File: src/rtl/mod3_pkg.sv
// Shared encodings and the residue recurrence for the mod-3 stream scheduler.
// A word is consumed MSB-first, so each new bit updates r to (2r + b) mod 3.
package mod3_pkg;

    localparam logic [1:0] IDLE  = 2'd0;
    localparam logic [1:0] SHIFT = 2'd1;
    localparam logic [1:0] DONE  = 2'd2;

    localparam logic [1:0] R0 = 2'd0;
    localparam logic [1:0] R1 = 2'd1;
    localparam logic [1:0] R2 = 2'd2;

    // Next residue after appending bit b below a prefix whose residue is r.
    function automatic logic [1:0] mod3_next(input logic [1:0] r, input logic b);
        logic [1:0] n;
        case (r)
            R0:      n = b ? R1 : R0;
            R1:      n = b ? R0 : R2;
            R2:      n = b ? R2 : R1;
            default: n = R0;
        endcase
        return n;
    endfunction

endpackage

File: src/rtl/mod3_residue_fsm.sv
// Three-state serial residue machine: tracks (value so far) mod 3, MSB first.
// A synchronous clear wins over the shift enable.
module mod3_residue_fsm
    import mod3_pkg::*;
(
    input  logic       clk,
    input  logic       rst,
    input  logic       clr,
    input  logic       en,
    input  logic       bit_in,
    output logic [1:0] residue
);

    logic [1:0] state_r;
    logic [1:0] state_s;

    // State register.
    always_ff @(posedge clk or negedge rst) begin
        if (!rst) begin
            state_r <= R0;
        end else begin
            state_r <= state_s;
        end
    end

    // Next-state logic.
    always_comb begin
        state_s = state_r;
        if (clr) begin
            state_s = R0;
        end else if (en) begin
            state_s = mod3_next(state_r, bit_in);
        end else begin
            state_s = state_r;
        end
    end

    // Output logic.
    always_comb begin
        residue = state_r;
    end

endmodule

File: src/rtl/mod3_stream_scheduler.sv
// Two-requester round-robin front end feeding a serial mod-3 residue machine.
// One word in flight; result strobe one cycle after the last bit is consumed.
module mod3_stream_scheduler
    import mod3_pkg::*;
#(
    parameter int WIDTH = 8
) (
    input  logic             clk,
    input  logic             rst,
    input  logic             req0_valid,
    input  logic [WIDTH-1:0] req0_data,
    output logic             req0_ready,
    input  logic             req1_valid,
    input  logic [WIDTH-1:0] req1_data,
    output logic             req1_ready,
    output logic             res_valid,
    output logic             res_div3,
    output logic [1:0]       res_residue,
    output logic             res_id,
    output logic             busy
);

    localparam int               CNT_W    = (WIDTH > 2) ? $clog2(WIDTH) : 1;
    localparam logic [CNT_W-1:0] CNT_LOAD = CNT_W'(WIDTH - 1);
    localparam logic [CNT_W-1:0] CNT_ZERO = {CNT_W{1'b0}};
    localparam logic [CNT_W-1:0] CNT_ONE  = CNT_W'(1);

    logic [1:0]       state_r;
    logic [1:0]       state_s;
    logic             last_r;
    logic             grant_s;
    logic             req0_ready_s;
    logic             req1_ready_s;
    logic             accept_s;
    logic             shift_en_s;
    logic             last_bit_s;
    logic [WIDTH-1:0] word_s;
    logic [WIDTH-1:0] shreg_r;
    logic [CNT_W-1:0] cnt_r;
    logic             id_r;
    logic [1:0]       fsm_residue_s;
    logic [1:0]       final_residue_s;
    logic             res_valid_r;
    logic             res_div3_r;
    logic [1:0]       res_residue_r;
    logic             res_id_r;
    logic             busy_r;

    assign accept_s        = (req0_valid && req0_ready_s) || (req1_valid && req1_ready_s);
    assign word_s          = grant_s ? req1_data : req0_data;
    assign shift_en_s      = (state_r == SHIFT);
    assign last_bit_s      = shift_en_s && (cnt_r == CNT_ZERO);
    // The residue register only settles on the DONE edge, so fold in the final bit here.
    assign final_residue_s = mod3_next(fsm_residue_s, shreg_r[WIDTH-1]);

    mod3_residue_fsm u_residue_fsm (
        .clk     (clk),
        .rst     (rst),
        .clr     (accept_s),
        .en      (shift_en_s),
        .bit_in  (shreg_r[WIDTH-1]),
        .residue (fsm_residue_s)
    );

    // Control state register.
    always_ff @(posedge clk or negedge rst) begin
        if (!rst) begin
            state_r <= IDLE;
        end else begin
            state_r <= state_s;
        end
    end

    // Control next-state logic.
    always_comb begin
        state_s = state_r;
        case (state_r)
            IDLE:    state_s = accept_s ? SHIFT : IDLE;
            SHIFT:   state_s = (cnt_r == CNT_ZERO) ? DONE : SHIFT;
            DONE:    state_s = IDLE;
            default: state_s = IDLE;
        endcase
    end

    // Round-robin grant and ready outputs; ties go to the requester that was not served last.
    always_comb begin
        grant_s      = 1'b0;
        req0_ready_s = 1'b0;
        req1_ready_s = 1'b0;
        if (state_r == IDLE) begin
            if (req0_valid && req1_valid) begin
                grant_s      = ~last_r;
                req0_ready_s = last_r;
                req1_ready_s = ~last_r;
            end else if (req0_valid) begin
                grant_s      = 1'b0;
                req0_ready_s = 1'b1;
            end else if (req1_valid) begin
                grant_s      = 1'b1;
                req1_ready_s = 1'b1;
            end else begin
                grant_s = 1'b0;
            end
        end else begin
            grant_s = 1'b0;
        end
    end

    // Word capture, pointer update, shift register and bit counter.
    always_ff @(posedge clk or negedge rst) begin
        if (!rst) begin
            shreg_r <= {WIDTH{1'b0}};
            cnt_r   <= CNT_ZERO;
            id_r    <= 1'b0;
            last_r  <= 1'b1;
        end else if (accept_s) begin
            shreg_r <= word_s;
            cnt_r   <= CNT_LOAD;
            id_r    <= grant_s;
            last_r  <= grant_s;
        end else if (shift_en_s) begin
            shreg_r <= {shreg_r[WIDTH-2:0], 1'b0};
            if (cnt_r != CNT_ZERO) begin
                cnt_r <= cnt_r - CNT_ONE;
            end
        end
    end

    // Result registers, loaded on the edge entering DONE and held until the next one.
    always_ff @(posedge clk or negedge rst) begin
        if (!rst) begin
            res_valid_r   <= 1'b0;
            res_div3_r    <= 1'b0;
            res_residue_r <= 2'd0;
            res_id_r      <= 1'b0;
        end else begin
            res_valid_r <= last_bit_s;
            if (last_bit_s) begin
                res_residue_r <= final_residue_s;
                res_div3_r    <= (final_residue_s == R0);
                res_id_r      <= id_r;
            end
        end
    end

    // Busy flag: set on accept, cleared on the DONE to IDLE edge.
    always_ff @(posedge clk or negedge rst) begin
        if (!rst) begin
            busy_r <= 1'b0;
        end else if (accept_s) begin
            busy_r <= 1'b1;
        end else if (state_r == DONE) begin
            busy_r <= 1'b0;
        end
    end

    assign req0_ready  = req0_ready_s;
    assign req1_ready  = req1_ready_s;
    assign res_valid   = res_valid_r;
    assign res_div3    = res_div3_r;
    assign res_residue = res_residue_r;
    assign res_id      = res_id_r;
    assign busy        = busy_r;

endmodule

File: config.mk
export PLATFORM = sky130hd
export DESIGN_NAME = mod3_stream_scheduler
export DESIGN_NICKNAME = d
export VERILOG_FILES = /design/src/rtl/mod3_pkg.sv /design/src/rtl/mod3_residue_fsm.sv /design/src/rtl/mod3_stream_scheduler.sv
export SDC_FILE = /design/constraint.sdc
export NUM_CORES = 1
export LEC_CHECK = 0
export ABC_AREA = 0
export CORE_UTILIZATION = 54
export DETAILED_ROUTE_END_ITERATION = 6
export DONT_BUFFER_PORTS = 1
export PLACE_DENSITY = 0.76
export REMOVE_ABC_BUFFERS = 1
export SETUP_SLACK_MARGIN = 0.02
export SYNTH_ARGS = -nofsm -noshare
export SYNTH_HDL_FRONTEND = slang
export SYNTH_SLANG_ARGS = --single-unit
File: constraint.sdc
create_clock -name clk -period 1.6 [get_ports clk]
set_input_delay 0.24 -clock clk [delete_from_list [all_inputs] [get_ports clk]]
set_output_delay 0.24 -clock clk [all_outputs]
set_load 0.005 [all_outputs]
; Word level (Yosys, flattened, before mapping)
; Cells that the tools add are included.
[op_classes]
n_addsub = 1
eq_ne = 4
mux = 24
bitwise = 1
reduce_logical = 14
[op_table]
columns = operator, n
row1 = $mux 8, 3
row2 = $mux 1, 11
row3 = $mux 2, 5
row4 = $mux 3, 3
row5 = $logic_not 2->1, 3
row6 = $pmux 2 s3, 1
row7 = $reduce_bool 2->1, 3
row8 = $eq 2x1->1 const B, 2
row9 = $eq 2x2->1 const B, 2
row10 = $logic_and 1x1->1, 4
row11 = $pmux 2 s2, 1
row12 = $logic_not 3->1, 1
row13 = $reduce_bool 3->1, 1
row14 = $sub 3x1->3 const B, 1
row15 = $reduce_and 2->1, 1
row16 = $logic_or 1x1->1, 1
row17 = $not 1->1, 1
[totals]
register_bits = 23
input_bits = 20
elab_cells = 55

; Depth between registers and ports, before layout
[logic_depth]
depth_word = 8
ltp_mapped = 7
mapped_depth_nobuf = 6

; Cells and area by module
; From an unflattened synthesis, not the netlist that was laid out.
[unflattened]
hier_cells = 122
hier_area_um2 = 1168.6
[by_module_without_submodules]
columns = mod, instances, cells_per_inst, area_per_inst_um2, seq_area_each_um2
row1 = mod3_stream_scheduler, 1, 111, 1061.0, 526.8
row2 = mod3_residue_fsm, 1, 11, 107.6, 50.0

; Worst setup path before layout
; Ideal clock, no wire load.
[synth_timing]
path_type = reg2reg
startpoint = register cnt_r[0]
endpoint = register cnt_r[0]
t_arrival_ps = 1392
slack_ps = 68
stages_incl_launch_ff = 8
synth_period_minus_slack_ps = 1532
cell_sequence = dfrtp_1 > inv_1 > ha_1 > ha_1 > or3b_1 > clkbuf_1 > xnor2_1 > nand2_1
[synth_between]
elab_chain_cells = 4
word_cells_on_any_way = 7
classes_between = add/sub (1) / mux (3) / reduce/logical (3)
[synth_rtl]
columns = item, line
row1 = "start, declared", mod3_stream_scheduler.sv:39  ; logic [CNT_W-1:0] cnt_r;
row2 = "start signal, assigned", mod3_stream_scheduler.sv:124  ; cnt_r <= cnt_r - CNT_ONE;
row3 = $sub 3x1->3, mod3_stream_scheduler.sv:124
row4 = $mux 3, mod3_stream_scheduler.sv:123  ; if (cnt_r != CNT_ZERO) begin
row5 = $mux 3, mod3_stream_scheduler.sv:121  ; end else if (shift_en_s) begin
row6 = $mux 3, mod3_stream_scheduler.sv:116  ; end else if (accept_s) begin
; Several ways; a longest one is shown, not always the timed one. The select of a mux whose other input is x is not followed.
; A chain may end at the register's enable or synchronous reset.

; Final worst setup path
[layout_timing]
startpoint = register last_r
endpoint = output port req1_ready
[layout_between]
elab_chain_cells = 3
[layout_rtl]
columns = item, line
row1 = "start, declared", mod3_stream_scheduler.sv:30  ; logic last_r;
row2 = "start signal, assigned", mod3_stream_scheduler.sv:120  ; last_r <= grant_s;
row3 = $not 1->1, mod3_stream_scheduler.sv:94  ; req1_ready_s = ~last_r;
row4 = $mux 1, mod3_stream_scheduler.sv:91  ; if (req0_valid && req1_valid) begin
row5 = $mux 1, mod3_stream_scheduler.sv:90  ; if (state_r == IDLE) begin
row6 = "end, declared", mod3_stream_scheduler.sv:15  ; output logic req1_ready,
; Every way passes these cells.

==> flow_metrics.tcl <==
set metrics [dict create \
    status "completed" \
    synthAdderAreaFrac_pct 2.27 \
    die_w_um 47.2 \
    postLayoutCoreUtil_pct 70.4 \
    hold_viol 0 \
    synth-compound-area-share_pct 15.8 \
    io_pins 28 \
    core_area_um2 1820 \
    clk_latency_ns 0.31 \
    cts_tree "built" \
    layout-drive-gt1-share_pct 24.6 \
    pwr-share-clk_pct 12.5 \
    p_leak_uw 0.000623 \
    antenna_cells 0 \
    dp.cells 131 \
    p_per_area_nw_per_um2 1920 \
    netlist_instances 106 \
    ant_nets 0 \
    ys.warnings.count 0 \
    synth_top_cell_area_share_pct 47.7 \
    max_freq_mhz 652 \
    antenna_found_initial 0 \
    hold_ws_ns 0.0676 \
    grt_max_degree 23 \
    seqPwrFrac_pct 42.4 \
    setup_violations 0 \
    internal_power_uw 1550 \
    worstSetupEndpointType "output port" \
    vias 802 \
    initial_core_util_pct 60.5 \
    synth_most_common_cell "dfrtp_1" \
    io_buffers 0 \
    root_buffer "clkbuf_4" \
    switching_share_pct 37.1 \
    fin_crit_sh_pct 95.8 \
    ys_ff_latch 22 \
    ctsHtreeMaxLevel 1 \
    synth_flop_cell "dfrtp_1" \
    synth-edff-count 0 \
    yosysTopAreaCell "dfrtp_1" \
    fin_nets 141 \
    grt_util_all_layers_pct 20.7 \
    synth_common_cells "21 x dfrtp_1, 12 x inv_1, 11 x nor2_1" \
    gp_congestion 0.750 \
    synth_cell_types 31 \
    dp_hpwl_mm 1.42 \
    holdCritPathClass "in -> reg" \
    routed_via_density 5.61 \
    irDropWorstVdd_v 0.00115 \
    die_y_um 47.2 \
    yosys.area_share.simple_pct 12.5 \
    cts_buffers 3 \
    critPathMaxFanout 5 \
    die-area_um2 2230 \
    synthesis.area_um2 1100 \
    grt_pass1_wl_mm 3.13 \
    worst_slew_pin_slew_ns 0.960 \
    avgSynthCellArea_um2 10.4 \
    synth_top_family_by_area "compound AO/OA/AOI/OAI gates" \
    grt_overflow_total 0 \
    post_drt_wl_per_cell_um 14.8 \
    drtIter0Drc 24 \
    async_reset_ff_share_pct 100 \
    clock_path_buffers 2 \
    max_stage_delay_ns 0.56 \
    final.setup.worst_slack_ns 0.0673 \
    worst-setup-path-type "reg -> out" \
    report.final.slew_viol_count 0 \
    numClockSinks 22 \
    yosys-top-cells-area "dfrtp_1 48%, mux2i_1 7.3%, a221oi_1 4.8%, inv_1 4.1%, nor2_1 3.7%" \
    std_cell_rows 15 \
    worst_path_max_delay_cell "dfstp_2" \
    crit_buf_inv 1 \
    stdcell_count 143 \
    pre_cts_ws_ns -0.00800 \
    synthXorXnorAreaFrac_pct 2.38 \
    skew_ns 0.00427 \
    fin_crit_ns 1.53 \
    synth.area.mux_share_pct 9.65 \
    rsz0062_at_grt "true" \
    crit_required_ns 1.36 \
    drc_errors 0 \
    switching_power_uw 915 \
    clk_pin_slew_ns 0.12 \
    crit_path_start_kind "flop" \
    grt_pass1_vias 725 \
    syn_to_final_growth_pct 16.3 \
    crit_arrival_ns 1.29 \
    comb_power_share_pct 45.1 \
    routed_wl_mm 2.12 \
    max_slew_margin_pct 35.8 \
    path_cells "a21boi_2, buf_6, and2_2" \
    crit_family "flip-flops" \
    seq_area_frac_synth_pct 50.1 \
    first_pass_iters 4 \
    max_cap_viol_count 0 \
]
[placed cells by master (no fill, tap or decap), types with 2 or more instances in the layout]
cell	count
a21o_1	3
a221oi_1	6
nand2_1	9
dfrtp_1	20
mux2i_1	8
xnor2_1	2
buf_4	10
dlygate4sd3_1	2
o21ai_0	2
nor2_1	10
clkbuf_4	3
inv_1	10
o211ai_1	2
nand3b_1	2
a21oi_1	4
inv_2	2
ha_4	2
[metrics by stage]
step	setup TNS [ns]	power (uW)	cell area, um^2
global route	0	2660	1280
global placement	0	1900	1130
detailed placement	-0.00800	1960	1130
CTS	0	2330	1210
floorplan	-0.155	1700	1070
finish	0	2460	1280
[routing by layer]
layer	track usage, %	vias to the layer above	share of wire (%)
met3	6.92	2	5.4
li1	-	390	-
met1	25.4	384	42
met4	5.14	0	0.57
met5	0	-	0
met2	35.0	26	52
[worst paths after layout]
kind                                       from                          to  slack (ns)  depth (start not counted)
min reg2reg                res_div3$_DFFE_PN0P_        res_div3$_DFFE_PN0P_        0.51                          2
min                                  req1_valid          last_r$_DFFE_PN1P_        0.07                          2
max in group asynchronous                   rst         res_valid$_DFF_PN0_        0.45                          1
max                          last_r$_DFFE_PN1P_                  req1_ready        0.07                          3
min in group asynchronous                   rst  res_residue[0]$_DFFE_PN0P_        0.51                          1
max reg2reg                cnt_r[0]$_DFFE_PN0P_        cnt_r[0]$_DFFE_PN0P_        0.08                          6
[cells by family after synthesis]
family,after synthesis
buffers and inverters,17
XOR/XNOR,3
multiplexers,10
AO/OA/AOI/OAI,24
flip-flops,22
AND/OR/NAND/NOR,28
adder cells (fa/ha/maj),2
[cell type report]
type / count / area, um^2
clock buffer: 4 / 36.3
fill: 140 / 538
inverter: 12 / 45.0
multi-input combinational: 67 / 510
sequential: 22 / 553
tap: 25 / 31.3
timing repair buffer: 13 / 106
[state kept, by name, summed over array words and instances, names as in the netlist]
name and cells:
res_residue 2, busy 1, id_r 1, res_id 1, state_r 1, last_r 1
res_valid 1, res_div3 1, shreg_r 8, u_residue_fsm.residue 2, cnt_r 3
[repair_timing]
item | in CTS | in global routing
endpoints found under the hold margin | 23 | 0
cloned | 0 | 0
pin swaps | 0 | 2
setup endpoints to repair | 4 | 5
setup buffers | 1 | 5
hold buffers | 2 | 0
gates resized for setup | 3 | 9
[power groups by stage]
stage               clock [uW]  combinational, uW  sequential [uW]
detailed placement           0                914             1050
global route               347               1240             1080
floorplan                    0                712              990
CTS                        321                979             1030
finish                     308               1110             1040
global placement             0                871             1030
[worst register-to-register path, delay by kind of cell, from the launching register on]
kind | cells | cell delay [ns]
AND/OR/NAND/NOR | 2 | 0.49
flip-flops | 1 | 0.36
adder cells (fa/ha/maj) | 2 | 0.31
XOR/XNOR | 1 | 0.16
buffers and inverters | 1 | 0.06
No activity file was read; power rests on OpenSTA's default activity.
